[src/rtl/updi_phy_rx.sv]
// rtl/updi_phy_rx.sv - UPDI receive PHY: deserialises line frames into 12-bit frame memory words
//
// Ports:
//   clk, rst          system clock, synchronous active-high reset
//   ren               receive enable; low holds the block idle and clears pointer/flags
//   rxd               asynchronous UPDI line, idles high
//   csb0, web0        memory chip select / write enable, active-low
//   addr0             memory word address (write pointer)
//   o_data            write word {1'b0, brk, ferr, perr, data[7:0]}
//   rend              one-cycle pulse on buffer full or idle timeout
//   busy              high from start-bit detection until the frame is written or dropped
//   frame_cnt         frames written since enable
//   ovf               sticky: a frame arrived while the buffer was full
module updi_phy_rx #(
  parameter int CLKS_PER_BIT = 16,
  parameter int ADDR_W       = 7,
  parameter int IDLE_BITS    = 24
) (
  input  logic              clk,
  input  logic              rst,
  input  logic              ren,
  input  logic              rxd,
  output logic              csb0,
  output logic              web0,
  output logic [ADDR_W-1:0] addr0,
  output logic [11:0]       o_data,
  output logic              rend,
  output logic              busy,
  output logic [ADDR_W:0]   frame_cnt,
  output logic              ovf
);

  localparam int CNT_W = $clog2(CLKS_PER_BIT);
  localparam logic [CNT_W-1:0] CNT_FULL = CNT_W'(CLKS_PER_BIT - 1);
  localparam logic [CNT_W-1:0] CNT_HALF = CNT_W'(CLKS_PER_BIT / 2 - 1);

  // The timeout counter is preloaded at the write so that the pulse lands
  // IDLE_BITS bit periods after the end of the second stop bit (the write
  // happens half a bit period minus one cycle before that point).
  localparam int IDLE_LOAD   = IDLE_BITS * CLKS_PER_BIT + CLKS_PER_BIT / 2 - 3;
  localparam int IDLE_RELOAD = IDLE_BITS * CLKS_PER_BIT - 1;
  localparam int IDLE_W      = $clog2(IDLE_LOAD + 1);

  typedef enum logic [2:0] {
    S_IDLE, S_START, S_DATA, S_PARITY, S_STOP1, S_STOP2, S_WRITE, S_WAIT_HIGH
  } state_t;

  state_t            r_state;
  state_t            w_state_nxt;
  logic              r_rx_meta;
  logic              r_rxs;
  logic [CNT_W-1:0]  r_cnt;
  logic [2:0]        r_bitn;
  logic [7:0]        r_shift;
  logic              r_par;
  logic              r_stop1;
  logic              r_stop2;
  logic              r_zero;
  logic [ADDR_W-1:0] r_wr_ptr;
  logic [ADDR_W:0]   r_frame_cnt;
  logic              r_full;
  logic              r_ovf;
  logic              r_armed;
  logic              r_rend;
  logic [IDLE_W-1:0] r_idle;

  logic              w_tick;
  logic              w_wr;
  logic              w_brk;
  logic              w_perr;
  logic              w_ferr;
  logic [11:0]       w_word;

  // Two-stage synchroniser; held at the idle level through reset.
  always_ff @(posedge clk) begin
    if (rst) begin
      r_rx_meta <= 1'b1;
      r_rxs     <= 1'b1;
    end else begin
      r_rx_meta <= rxd;
      r_rxs     <= r_rx_meta;
    end
  end

  assign w_tick = (r_cnt == '0);

  // State register
  always_ff @(posedge clk) begin
    if (rst || !ren) r_state <= S_IDLE;
    else             r_state <= w_state_nxt;
  end

  // Next-state logic
  always_comb begin
    w_state_nxt = r_state;
    unique case (r_state)
      S_IDLE:      if (!r_rxs) w_state_nxt = S_START;
      S_START:     if (w_tick) w_state_nxt = r_rxs ? S_IDLE : S_DATA;
      S_DATA:      if (w_tick && r_bitn == 3'd7) w_state_nxt = S_PARITY;
      S_PARITY:    if (w_tick) w_state_nxt = S_STOP1;
      S_STOP1:     if (w_tick) w_state_nxt = S_STOP2;
      S_STOP2:     if (w_tick) w_state_nxt = S_WRITE;
      S_WRITE:     w_state_nxt = r_zero ? S_WAIT_HIGH : S_IDLE;
      S_WAIT_HIGH: if (r_rxs && w_tick) w_state_nxt = S_IDLE;
      default:     w_state_nxt = S_IDLE;
    endcase
  end

  // Bit timing and sample capture
  always_ff @(posedge clk) begin
    if (rst || !ren) begin
      r_cnt   <= '0;
      r_bitn  <= '0;
      r_shift <= '0;
      r_par   <= 1'b0;
      r_stop1 <= 1'b0;
      r_stop2 <= 1'b0;
      r_zero  <= 1'b1;
    end else begin
      unique case (r_state)
        S_IDLE: begin
          // Half-bit load puts every later sample mid-bit.
          r_cnt  <= CNT_HALF;
          r_bitn <= '0;
          r_zero <= 1'b1;
        end
        S_START, S_DATA, S_PARITY, S_STOP1, S_STOP2: begin
          r_cnt <= w_tick ? CNT_FULL : r_cnt - 1'b1;
          if (w_tick) begin
            r_zero <= r_zero & ~r_rxs;
            unique case (r_state)
              S_DATA: begin
                r_shift <= {r_rxs, r_shift[7:1]};
                r_bitn  <= r_bitn + 1'b1;
              end
              S_PARITY: r_par   <= r_rxs;
              S_STOP1:  r_stop1 <= r_rxs;
              S_STOP2:  r_stop2 <= r_rxs;
              default: ;
            endcase
          end
        end
        S_WRITE: r_cnt <= CNT_FULL;
        S_WAIT_HIGH: begin
          // Any low sample restarts the full high-bit requirement.
          if (!r_rxs)       r_cnt <= CNT_FULL;
          else if (!w_tick) r_cnt <= r_cnt - 1'b1;
        end
        default: ;
      endcase
    end
  end

  // A frame of all-zero samples is a BREAK and carries no parity/framing error.
  assign w_brk  = r_zero;
  assign w_perr = ~r_zero & ((^r_shift) ^ r_par);
  assign w_ferr = ~r_zero & ~(r_stop1 & r_stop2);
  assign w_word = {1'b0, w_brk, w_ferr, w_perr, r_shift};

  // Frames tracked while full pass through WRITE without touching memory.
  assign w_wr = (r_state == S_WRITE) && !r_full && ren && !rst;

  // Write pointer, flags and idle timeout
  always_ff @(posedge clk) begin
    if (rst || !ren) begin
      r_wr_ptr    <= '0;
      r_frame_cnt <= '0;
      r_full      <= 1'b0;
      r_ovf       <= 1'b0;
      r_armed     <= 1'b0;
      r_rend      <= 1'b0;
      r_idle      <= IDLE_W'(IDLE_RELOAD);
    end else begin
      r_rend <= 1'b0;
      if (w_wr) begin
        r_wr_ptr    <= r_wr_ptr + 1'b1;
        r_frame_cnt <= r_frame_cnt + 1'b1;
        r_armed     <= 1'b1;
        r_idle      <= IDLE_W'(IDLE_LOAD);
        if (&r_wr_ptr) begin
          r_full <= 1'b1;
          r_rend <= 1'b1;
        end
      end else begin
        if (!r_rxs)             r_idle <= IDLE_W'(IDLE_RELOAD);
        else if (r_idle != '0)  r_idle <= r_idle - 1'b1;
        if (r_armed && !r_full && r_rxs && r_idle == '0) begin
          r_rend  <= 1'b1;
          r_armed <= 1'b0;
        end
      end
      if (r_state == S_IDLE && !r_rxs && r_full) r_ovf <= 1'b1;
    end
  end

  // Output logic
  always_comb begin
    busy      = (r_state != S_IDLE) && (r_state != S_WAIT_HIGH);
    csb0      = ~w_wr;
    web0      = ~w_wr;
    addr0     = r_wr_ptr;
    o_data    = w_wr ? w_word : 12'h000;
    rend      = r_rend;
    frame_cnt = r_frame_cnt;
    ovf       = r_ovf;
  end

endmodule

[config.mk]
export PLATFORM = sky130hd
export DESIGN_NAME = updi_phy_rx
export DESIGN_NICKNAME = d
export VERILOG_FILES = /design/src/rtl/updi_phy_rx.sv
export SDC_FILE = /design/constraint.sdc
export NUM_CORES = 1
export LEC_CHECK = 0
export CELL_PAD_IN_SITES_DETAIL_PLACEMENT = 0
export CELL_PAD_IN_SITES_GLOBAL_PLACEMENT = 2
export CORE_UTILIZATION = 29
export CTS_CLUSTER_SIZE = 24
export DETAILED_ROUTE_END_ITERATION = 8
export PLACE_DENSITY_LB_ADDON = 0.1
export SYNTH_ARGS = -nofsm -noshare
export SYNTH_HDL_FRONTEND = slang
export SYNTH_SLANG_ARGS = --single-unit
[constraint.sdc]
create_clock -name clk -period 1.83 [get_ports clk]
set_input_delay 0.183 -clock clk [delete_from_list [all_inputs] [get_ports clk]]
set_output_delay 0.183 -clock clk [all_outputs]
set_load 0.1 [all_outputs]
Yosys cells after proc, flatten, opt, wreduce, memory -nomap -nowiden:

Index checks and enable logic that the tools add are counted.

* memories: 0
* logic and storage cells: 115
* ROM bits: 0
* RAM bits: 0
* output and inout bits: 32
* bits in latches: 0
* register bits: 52

* magnitude comparators: 0
* multipliers: 0
* equality and inequality tests: 20
* shift-type cells: 0
* reduce and logical (&&, ||, !) cells: 35
* div/mod/pow operators: 0
* bitwise logic cells: 9
* muxes and demuxes: 28
* add/subtract/negate cells: 5

Operators with widths (count)
* 2-to-1 mux 3 bit: 10
* 2-to-1 mux 8 bit: 3
* case mux 3 bit (8 select lines): 1
* inequality test 2 bit (second input constant): 9
* case mux 4 bit (4 select lines): 1
* equality test 3 bit (second input constant): 5
* AND reduction 3 bit: 5
* AND reduction 7 bit: 2
* 2-to-1 mux 4 bit: 3
* logical AND 1 bit: 11
* 2-to-1 mux 11 bit: 1
* logical NOT 9 bit: 1
* nonzero test 9 bit: 1
* subtractor 9 x 1 -> 9 bit (second input constant): 1
* adder 8 x 1 -> 8 bit (second input constant): 1
* AND reduction 8 bit: 1
* XOR reduction 8 bit: 1
* adder 7 x 1 -> 7 bit (second input constant): 1
* equality test 3 x 2 -> 1 bit (second input constant): 2
* 2-to-1 mux 1 bit: 6
* inequality test 3 bit (second input constant): 2
* case mux 3 bit (2 select lines): 1
* OR reduction 5 bit: 1
* AND 1 bit: 4
* 16 further kinds: 23

Longest topological paths before layout:

Gate-level depths: netlist of the first run.

* word-level depth: 6
* depth in mapped cells: 7
* mapped depth without buffers: 6

Least setup slack after synthesis of the first run:

OpenSTA, ideal clock, no wires.

* path kind: flip-flop to output port
* start point: register r_state[1]
* end point: output o_data[9]
* stages on the path, launching flop included: 6
* path slack: -2.444 ns
* arrival: 4.091 ns
* path buffers: 2
* cell sequence: dfxtp_1 > buf_2 > and4bb_2 > buf_2 > nand2_1 > a211oi_1

* cells in the longest elaborated chain, start to end: 5

RTL lines
* start, declared: line 48 `state_t r_state;`
* start signal, assigned: line 90 `else r_state <= w_state_nxt;`
* equality test 3 bit: line 161 `assign w_wr = (r_state == S_WRITE) && !r_full && ren && !rst;`
* logical AND 1 bit (3 in a row): line 161
* 2-to-1 mux 11 bit: line 202 `o_data = w_wr ? w_word : 12'h000;`
* end, declared: line 26 `output logic [11:0] o_data,`

Every way passes these cells.

Worst setup path after layout of the first run:

* start point: register r_shift[4]
* end point: output o_data[8]

* cells in the longest elaborated chain, start to end: 4

RTL lines
* start, declared: line 54 `logic [7:0] r_shift;`
* start signal, assigned: line 133 `r_shift <= {r_rxs, r_shift[7:1]};`
* XOR reduction 8 bit: line 156 `assign w_perr = ~r_zero & ((^r_shift) ^ r_par);`
* XOR 1 bit: line 156
* AND 1 bit: line 156
* 2-to-1 mux 11 bit: line 202

Every way passes these cells.

==> results of run 1 <==
[layout make-up]
| type | count | area, um^2 | share of cell area, % |
|---|---|---|---|
| Timing Repair Buffer | 60 | 641 | 18.7 |
| Sequential cell | 52 | 1050 | 30.6 |
| Clock buffer | 5 | 68.8 | 2.00 |
| Multi-Input combinational cell | 217 | 1460 | 42.6 |
| Clock inverter | 3 | 46.3 | 1.35 |
| Tap cell | 105 | 131 | 3.83 |
| Inverter | 9 | 33.8 | 0.984 |
[stage by stage]
step / hold WS [ns] / cell area (um^2) / util [%]
floorplan: 0.287 / 2620 / -
global placement: 0.397 / 3250 / 38.9
detailed placement: 0.393 / 3250 / 38.9
CTS: 0.410 / 3410 / 40.9
global route: 0.426 / 3430 / 41.2
finish: 0.416 / 3430 / 41.2
[worst max path at each step]
stage / slack [ns] / endpoint / from / cells after the start
floorplan: -0.26 / o_data[9] / r_state[1]$_SDFFE_PP0P_ / 5
global placement: 0.08 / r_state[1]$_SDFFE_PP0P_ / r_cnt[0]$_SDFFE_PP0P_ / 6
detailed placement: 0.02 / r_state[1]$_SDFFE_PP0P_ / r_cnt[0]$_SDFFE_PP0P_ / 6
CTS: -0.17 / o_data[8] / r_shift[4]$_SDFFE_PP0P_ / 5
global route: -0.22 / o_data[8] / r_shift[4]$_SDFFE_PP0P_ / 5
finish: -0.16 / o_data[8] / r_shift[4]$_SDFFE_PP0P_ / 5
[synth_stat cells (all sizes together)]
cell	number	share of area, %
or3	2	0.49
nand4b	2	0.69
o21ai	16	3.1
nand2b	3	0.74
conb	1	0.15
nor3	10	2.0
nand2	27	4.0
a211oi	4	1.2
or3b	1	0.34
and3	11	2.7
nand3	8	1.6
nor4	3	0.98
a311oi	2	1.2
clkbuf	10	1.5
a211o	1	0.34
xnor3	1	0.88
a31oi	4	0.98
nor2	32	4.7
buf	10	2.1
xor2	10	3.4
a21oi	15	2.9
nor4b	2	0.69
o211ai	2	0.59
and2	3	0.74
nor2b	3	0.74
o311a	1	0.39
and4bb	1	0.49
inv	9	1.3
ha	6	2.9
a41oi	1	0.34
nand4bb	1	0.44
or2	2	0.49
a21o	1	0.29
xnor2	14	4.8
or4	1	0.29
o31a	1	0.34
dfxtp	52	41
nand4	8	2.0
mux2i	12	4.7
nor3b	2	0.59
o31ai	2	0.59
o311ai	1	0.34
[what timing repair did]
action,CTS,global route
pin swaps,5,5
setup buffers,5,0
gates resized for setup,5,8
cloned,0,0
setup endpoints to repair,4,11
[registers in the layout (all words and copies together), names as in the netlist, 3 cells and up]
register   flops
r_cnt          4
frame_cnt      8
r_bitn         3
r_idle         9
r_shift        8
addr0          7
r_state        3
[metal layers]
layer  GRT usage (%)  vias to the layer above
met5               0                        -
met4            4.48                        0
met3            3.63                        6
met2            24.5                       32
met1            20.9                     1039
li1                -                     1129
[power breakdown]
part / switching [mW] / total [mW] / internal, mW
Combinational: 0.129 / 0.216 / 0.0874
Clock: 0.431 / 0.846 / 0.416
Sequential: 0.0131 / 1.16 / 1.14
[worst max-delay path, stage by stage (launching register included)]
cell and delay, ns:
dfxtp_2 0.35, xnor2_1 0.15, xnor3_1 0.43, xnor2_1 0.17, nor3_4 0.18, buf_12 0.20
[kinds of logic (layout without fill, tap and decap cells)]
group / Yosys count / count (layout) / share of synthesized area (%)
other: 1 / 1 / 0.147
xor gates and xnor gates: 25 / 25 / 9.14
muxes: 12 / 12 / 4.72
and+or+nand+nor: 122 / 122 / 24.6
DFF: 52 / 52 / 40.9
buffers and inverters: 29 / 77 / 4.86
AOI/OAI and AO/OA: 51 / 51 / 12.7
adders and majority gates: 6 / 6 / 2.95
[cells in the final DEF (no fill, tap or decap), types with 4 or more instances in the layout]
cell / count
a31oi_1: 4
a21oi_1: 14
nand4_1: 8
xor2_1: 10
and3_2: 8
o21ai_0: 15
nor3_1: 8
nand3_1: 8
buf_12: 14
nand2_1: 26
clkbuf_8: 5
buf_4: 41
xnor2_1: 13
mux2i_1: 12
ha_1: 5
nor2_1: 31
dfxtp_1: 43
dfxtp_2: 9
inv_1: 9
==> results.sh, run 1 <==
export IMPL_layout_area_overhead_vs_synth_pct=34.9
export IMPL_die_y_um=95.7
export IMPL_fmax_mhz=503
export IMPL_clockBufferDepth=2
export IMPL_power_per_cell_area_nw_per_um2=646
export IMPL_via_count=2206
export IMPL_timing_reg2reg_worst_path_depth=7
export IMPL_critical_path_peak_fanout=4
export IMPL_worstPathArrival_ns=1.80
export IMPL_tritoncts_num_sinks=52
export IMPL_htree_num_levels=2
export IMPL_ioPinCount=36
export IMPL_antenna_found_initial=0
export IMPL_grt_pass1_wl_um=10900
export IMPL_route_met3_wl_um=251
export IMPL_numCtsBuffers=5
export IMPL_finish_net_count=355
export IMPL_met1_length_um=3250
export IMPL_worst_setup_path_type="register to primary output"
export IMPL_placement_setup_slack_ns=0.0234
export IMPL_pin_count_of_the_biggest_net_entering_global_routing=22
export IMPL_ctsHoldBuffers=0
export IMPL_clockRootBuffer="clkbuf_8"
export IMPL_hold_viol=0
export IMPL_drcViolationCount=0
export IMPL_critical_path_required_ns=1.65
export IMPL_r2r_start="r_cnt[1]$_SDFFE_PP0P_"
export IMPL_period_needed_ns=1.99
export IMPL_route_detailed_vias_per_inst=4.89
export IMPL_worst_hold_path_num_cells=1
export IMPL_p_total_mw=2.22
export IMPL_gr_total_overflow=0
export IMPL_initial_core_util_pct=30.5
export IMPL_hpwl_um=4450
export IMPL_worstHoldStart="r_rx_meta$_SDFF_PP1_"
export IMPL_leakage_nw=1.37
export IMPL_finalMaxSlewViolations=0
export IMPL_wirelength_um=6440
export IMPL_cap_violations=0
export IMPL_place_inst=438
export IMPL_floorplan_die_area_um2=9160
export IMPL_synth_ff_latch_count=52
export IMPL_detailroute_wirelength_met2_um=2860
export IMPL_regToRegEndpoint="r_state[1]$_SDFFE_PP0P_"
export IMPL_grtUsageTotal_pct=15.5
export IMPL_cell_area_after_synthesis_um2=2550
export IMPL_fp_dieW_um=95.7
export IMPL_highest_signal_layer="met4"
export IMPL_drt_iter0_drc=51
export IMPL_syn_inst=298
export IMPL_timing_critical_path_from_type="register"
export IMPL_synth_seq_area_share_pct=40.9
export IMPL_clk_latency_ns=0.31
export IMPL_final_instance_count_excl_fill=451
export IMPL_core_area_um2=8340
export IMPL_critical_path_endpoint_type="primary output"
export IMPL_outcome="finished, violations left"
export IMPL_cts_tree="done"
export IMPL_row_count=33
export IMPL_yosysWarnings=0
export IMPL_hp_class="register to register"
export IMPL_fin_worst_skew_ns=0.00466
export IMPL_whs_endpoint="r_rxs$_SDFF_PP1_"
export IMPL_timing_setup_tns_ns=-0.157
export IMPL_avgSynthCellArea_um2=8.54
export IMPL_dr_pass1_iters=4
export IMPL_wl_per_cell_um=14.3
export IMPL_drtAntennaViolNets=0
export IMPL_nFillCells=878
export IMPL_synth_fp_nets=308
export IMPL_peakVddDrop_mv=0.407
export IMPL_final_setup_viol_count=1
export IMPL_violations="setup timing"
export IMPL_antenna_cells=0
export IMPL_gpl_final_weighted_congestion=0.724
export IMPL_post_route_cells_drive_above_1_share_pct=28.3
export IMPL_grt_pass1_vias=2176
export IMPL_worst_r2r_setup_slack_ns=0.09
export IMPL_layout_setup_ws_ns=-0.157
export IMPL_clkTransAtPathRegs_ns=0.11
export IMPL_buffer_ports_inserted=34
export IMPL_final_period_utilization_pct=109
export IMPL_post_synthesis_cell_type_count=46
export IMPL_grt_setup_unrepaired="yes"
Power figures use the tool's default switching activity.
==> inputs of run 2 (changes only) <==
--- a/config.mk
+++ b/config.mk
@@ -8,7 +8,6 @@
 export CELL_PAD_IN_SITES_DETAIL_PLACEMENT = 0
 export CELL_PAD_IN_SITES_GLOBAL_PLACEMENT = 2
 export CORE_UTILIZATION = 29
-export CTS_CLUSTER_SIZE = 24
 export DETAILED_ROUTE_END_ITERATION = 8
 export PLACE_DENSITY_LB_ADDON = 0.1
 export SYNTH_ARGS = -nofsm -noshare
==> results of run 2 <==
No change in the layout: final DEF, timing and power equal those of run 1.
==> inputs of run 3 (changes only) <==
--- a/config.mk
+++ b/config.mk
@@ -5,9 +5,10 @@
 export SDC_FILE = /design/constraint.sdc
 export NUM_CORES = 1
 export LEC_CHECK = 0
+export ABC_AREA = 1
 export CELL_PAD_IN_SITES_DETAIL_PLACEMENT = 0
 export CELL_PAD_IN_SITES_GLOBAL_PLACEMENT = 2
-export CORE_UTILIZATION = 29
+export CORE_UTILIZATION = 27
 export DETAILED_ROUTE_END_ITERATION = 8
 export PLACE_DENSITY_LB_ADDON = 0.1
 export SYNTH_ARGS = -nofsm -noshare
==> results.sh, run 3 <==
export IMPL_avgSynthCellArea_um2=6.75
export IMPL_mostFrequentLayoutCell="nand2_1"
export IMPL_finish_net_count=472
export IMPL_number_of_flops_mapped_to_enable_cells_by_yosys=0
export IMPL_nFillCells=1052
export IMPL_wirelength_um=6970
export IMPL_fin_worst_skew_ns=0.0127
export IMPL_worst_hold_path_num_cells=1
export IMPL_post_synthesis_cell_type_count=37
export IMPL_hpwl_um=5300
export IMPL_pin_count_of_the_biggest_net_entering_global_routing=19
export IMPL_drcViolationCount=0
export IMPL_worstHoldStart="r_rx_meta$_SDFF_PP1_"
export IMPL_grt_pass1_vias=2417
export IMPL_grt_setup_unrepaired="yes"
export IMPL_buffer_ports_inserted=34
export IMPL_largest_register_ffs=9
export IMPL_fmax_mhz=572
export IMPL_via_count=2651
export IMPL_htree_num_levels=2
export IMPL_fp_dieW_um=104
export IMPL_yosysWarnings=0
export IMPL_list_of_cells_traversed_by_the_critical_path="nand2_4 -> nor2_4 -> nand2_4 -> inv_8 -> nand2_8 -> nor2_2 -> nand2_2 -> nor2_4 -> buf_12"
export IMPL_clockBufferDepth=2
export IMPL_final_setup_viol_count=0
export IMPL_clockRootBuffer="clkbuf_8"
export IMPL_cts_tree="done"
export IMPL_netlist_top_cells_area="dfxtp_1 37%, nand2_1 13%, nor2_1 8.1%"
export IMPL_whs_endpoint="r_rxs$_SDFF_PP1_"
export IMPL_core_area_um2=9950
export IMPL_antenna_cells=0
export IMPL_slowest_stage="dfxtp_4"
export IMPL_wl_per_cell_um=11.7
export IMPL_yosys_cell_count_top_type="nand2_1"
export IMPL_critical_path_peak_fanout=5
export IMPL_leakage_nw=1.63
export IMPL_peakVddDrop_mv=0.338
export IMPL_critical_path_endpoint_type="primary output"
export IMPL_netlist_top_cells_count="95 x nand2_1, 61 x nor2_1, 52 x dfxtp_1"
export IMPL_timing_setup_tns_ns=0
export IMPL_top_register="r_idle"
export IMPL_drt_iter0_drc=86
export IMPL_hp_class="register to register"
export IMPL_post_synth_top_area_fraction_pct=37.0
export IMPL_mostFrequentLayoutCells="91 x nand2_1, 47 x nor2_1, 42 x inv_1, 35 x dfxtp_1, 32 x buf_4"
export IMPL_numCtsBuffers=5
export IMPL_worst_setup_path_type="register to primary output"
export IMPL_clk_latency_ns=0.31
export IMPL_critical_path_required_ns=1.65
export IMPL_dr_pass1_iters=4
export IMPL_finalMaxSlewViolations=0
export IMPL_synth_fp_nets=427
export IMPL_antenna_found_initial=0
export IMPL_cap_violations=0
export IMPL_fin_area_um2=3750
export IMPL_final_core_util_pct=37.7
export IMPL_yosys_area_top_type="dfxtp_1"
export IMPL_route_detailed_vias_per_inst=4.45
export IMPL_grtUsageTotal_pct=13.5
export IMPL_hold_viol=0
export IMPL_row_count=36
export IMPL_power_per_cell_area_nw_per_um2=610
export IMPL_r2r_start="r_state[2]$_SDFFE_PP0P_"
export IMPL_gpl_final_weighted_congestion=0.758
export IMPL_timing_reg2reg_worst_path_depth=6
export IMPL_worst_r2r_setup_slack_ns=0.26
export IMPL_post_route_cells_drive_above_1_share_pct=25.1
export IMPL_gr_total_overflow=0
export IMPL_tritoncts_num_sinks=52
export IMPL_synthFlopType="dfxtp_1"
export IMPL_worstPathArrival_ns=1.56
export IMPL_synth_ff_latch_count=52
export IMPL_cell_area_after_synthesis_um2=2820
export IMPL_ioPinCount=36
export IMPL_floorplan_die_area_um2=10800
export IMPL_regToRegEndpoint="r_shift[5]$_SDFFE_PP0P_"
export IMPL_final_period_utilization_pct=95.5
export IMPL_grt_pass1_wl_um=12000
export IMPL_outcome="finished, final reports clean"
export IMPL_drtAntennaViolNets=0
export IMPL_initial_core_util_pct=28.3
export IMPL_synthArstFlopShare_pct=0
export IMPL_synth_seq_area_share_pct=37.0
export IMPL_clkTransAtPathRegs_ns=0.10
export IMPL_critical_path_max_stage_delay_ns=0.38
export IMPL_syn_inst=417
export IMPL_period_needed_ns=1.75
export IMPL_post_dp_cell_area_um2=3530
export IMPL_timing_critical_path_from_type="register"
export IMPL_layout_area_overhead_vs_synth_pct=33.2
export IMPL_die_y_um=104
run 3: cell count changes after synthesis, sizes merged, moves of 5 or more:
| cell | change |
|---|---|
| nand3 | +18 |
| clkbuf | -5 |
| and3 | -11 |
| nand2 | +74 |
| nor2 | +32 |
| xor2 | -5 |
| xnor2 | -6 |
| inv | +42 |
| a21oi | +14 |
| mux2i | -12 |
| nor3 | -5 |
| o21ai | +15 |
run 3: cell type report:
type,count,area (um^2),share of cell area [%]
tap,133,166,4.43
multi-input combinational,299,1630,43.5
clock inverter,2,16.3,0.433
clock buffer,6,72.6,1.93
timing repair buffer,52,584,15.6
sequential,52,1070,28.6
inverter,52,205,5.47
run 3: worst max-delay path by stage:
stage / start / endpoint / cells past startpoint
6_report: r_state[2]$_SDFFE_PP0P_ / o_data[8] / 9
4_1_cts: r_shift[3]$_SDFFE_PP0P_ / o_data[8] / 10
5_1_grt: r_shift[1]$_SDFFE_PP0P_ / o_data[8] / 10
3_5_place_dp: ren / o_data[10] / 7
2_1_floorplan: r_state[2]$_SDFFE_PP0P_ / o_data[9] / 7
3_3_place_gp: ren / o_data[10] / 7
run 3: kinds of logic after synthesis:
logic type / share of synthesized area, %
xor+xnor: 4.04
fa+ha+maj: 2.67
buf+inv: 9.95
compound gates: 14.3
simple gates: 32.0
flops: 37.0
other cells: 0.133
run 3: timing repair:
action / 4_1_cts / 5_1_grt
hold endpoints to repair: 0 / 0
buffers inserted: 2 / 3
hold buffers: 0 / 0
resized for setup: 14 / 24
pin swaps: 2 / 2
setup endpoints to repair: 13 / 11
run 3: layer usage:
| metal | global-route usage, % | up-vias | routed length (um) |
|---|---|---|---|
| met5 | 0 | - | 0 |
| met3 | 2.51 | 5 | 214 |
| li1 | - | 1418 | - |
| met1 | 18.3 | 1190 | 3590 |
| met2 | 22.3 | 38 | 3100 |
| met4 | 2.76 | 0 | 61 |
run 3: through the flow:
step	cells	setup slack (ns)	hold WS (ns)	power [mW]
after floorplan	417	-0.189	0.287	1.51
after global placement	583	0.114	0.399	1.63
after detailed placement	583	0.102	0.399	1.63
after CTS	593	0.00114	0.422	2.34
after global routing	596	-0.0260	0.456	2.44
final	596	0.0830	0.422	2.29
run 3: critical path, delay by kind of cell (launching register included):
| family | cells | cell delay, ns |
|---|---|---|
| buf+inv | 2 | 0.25 |
| flops | 1 | 0.38 |
| simple gates | 7 | 0.63 |
run 3: where the power goes:
group / switching [mW] / internal [mW]
sequential: 0.0257 / 1.15
combinational: 0.287 / 0.146
clock: 0.405 / 0.274
total: 0.717 / 1.57
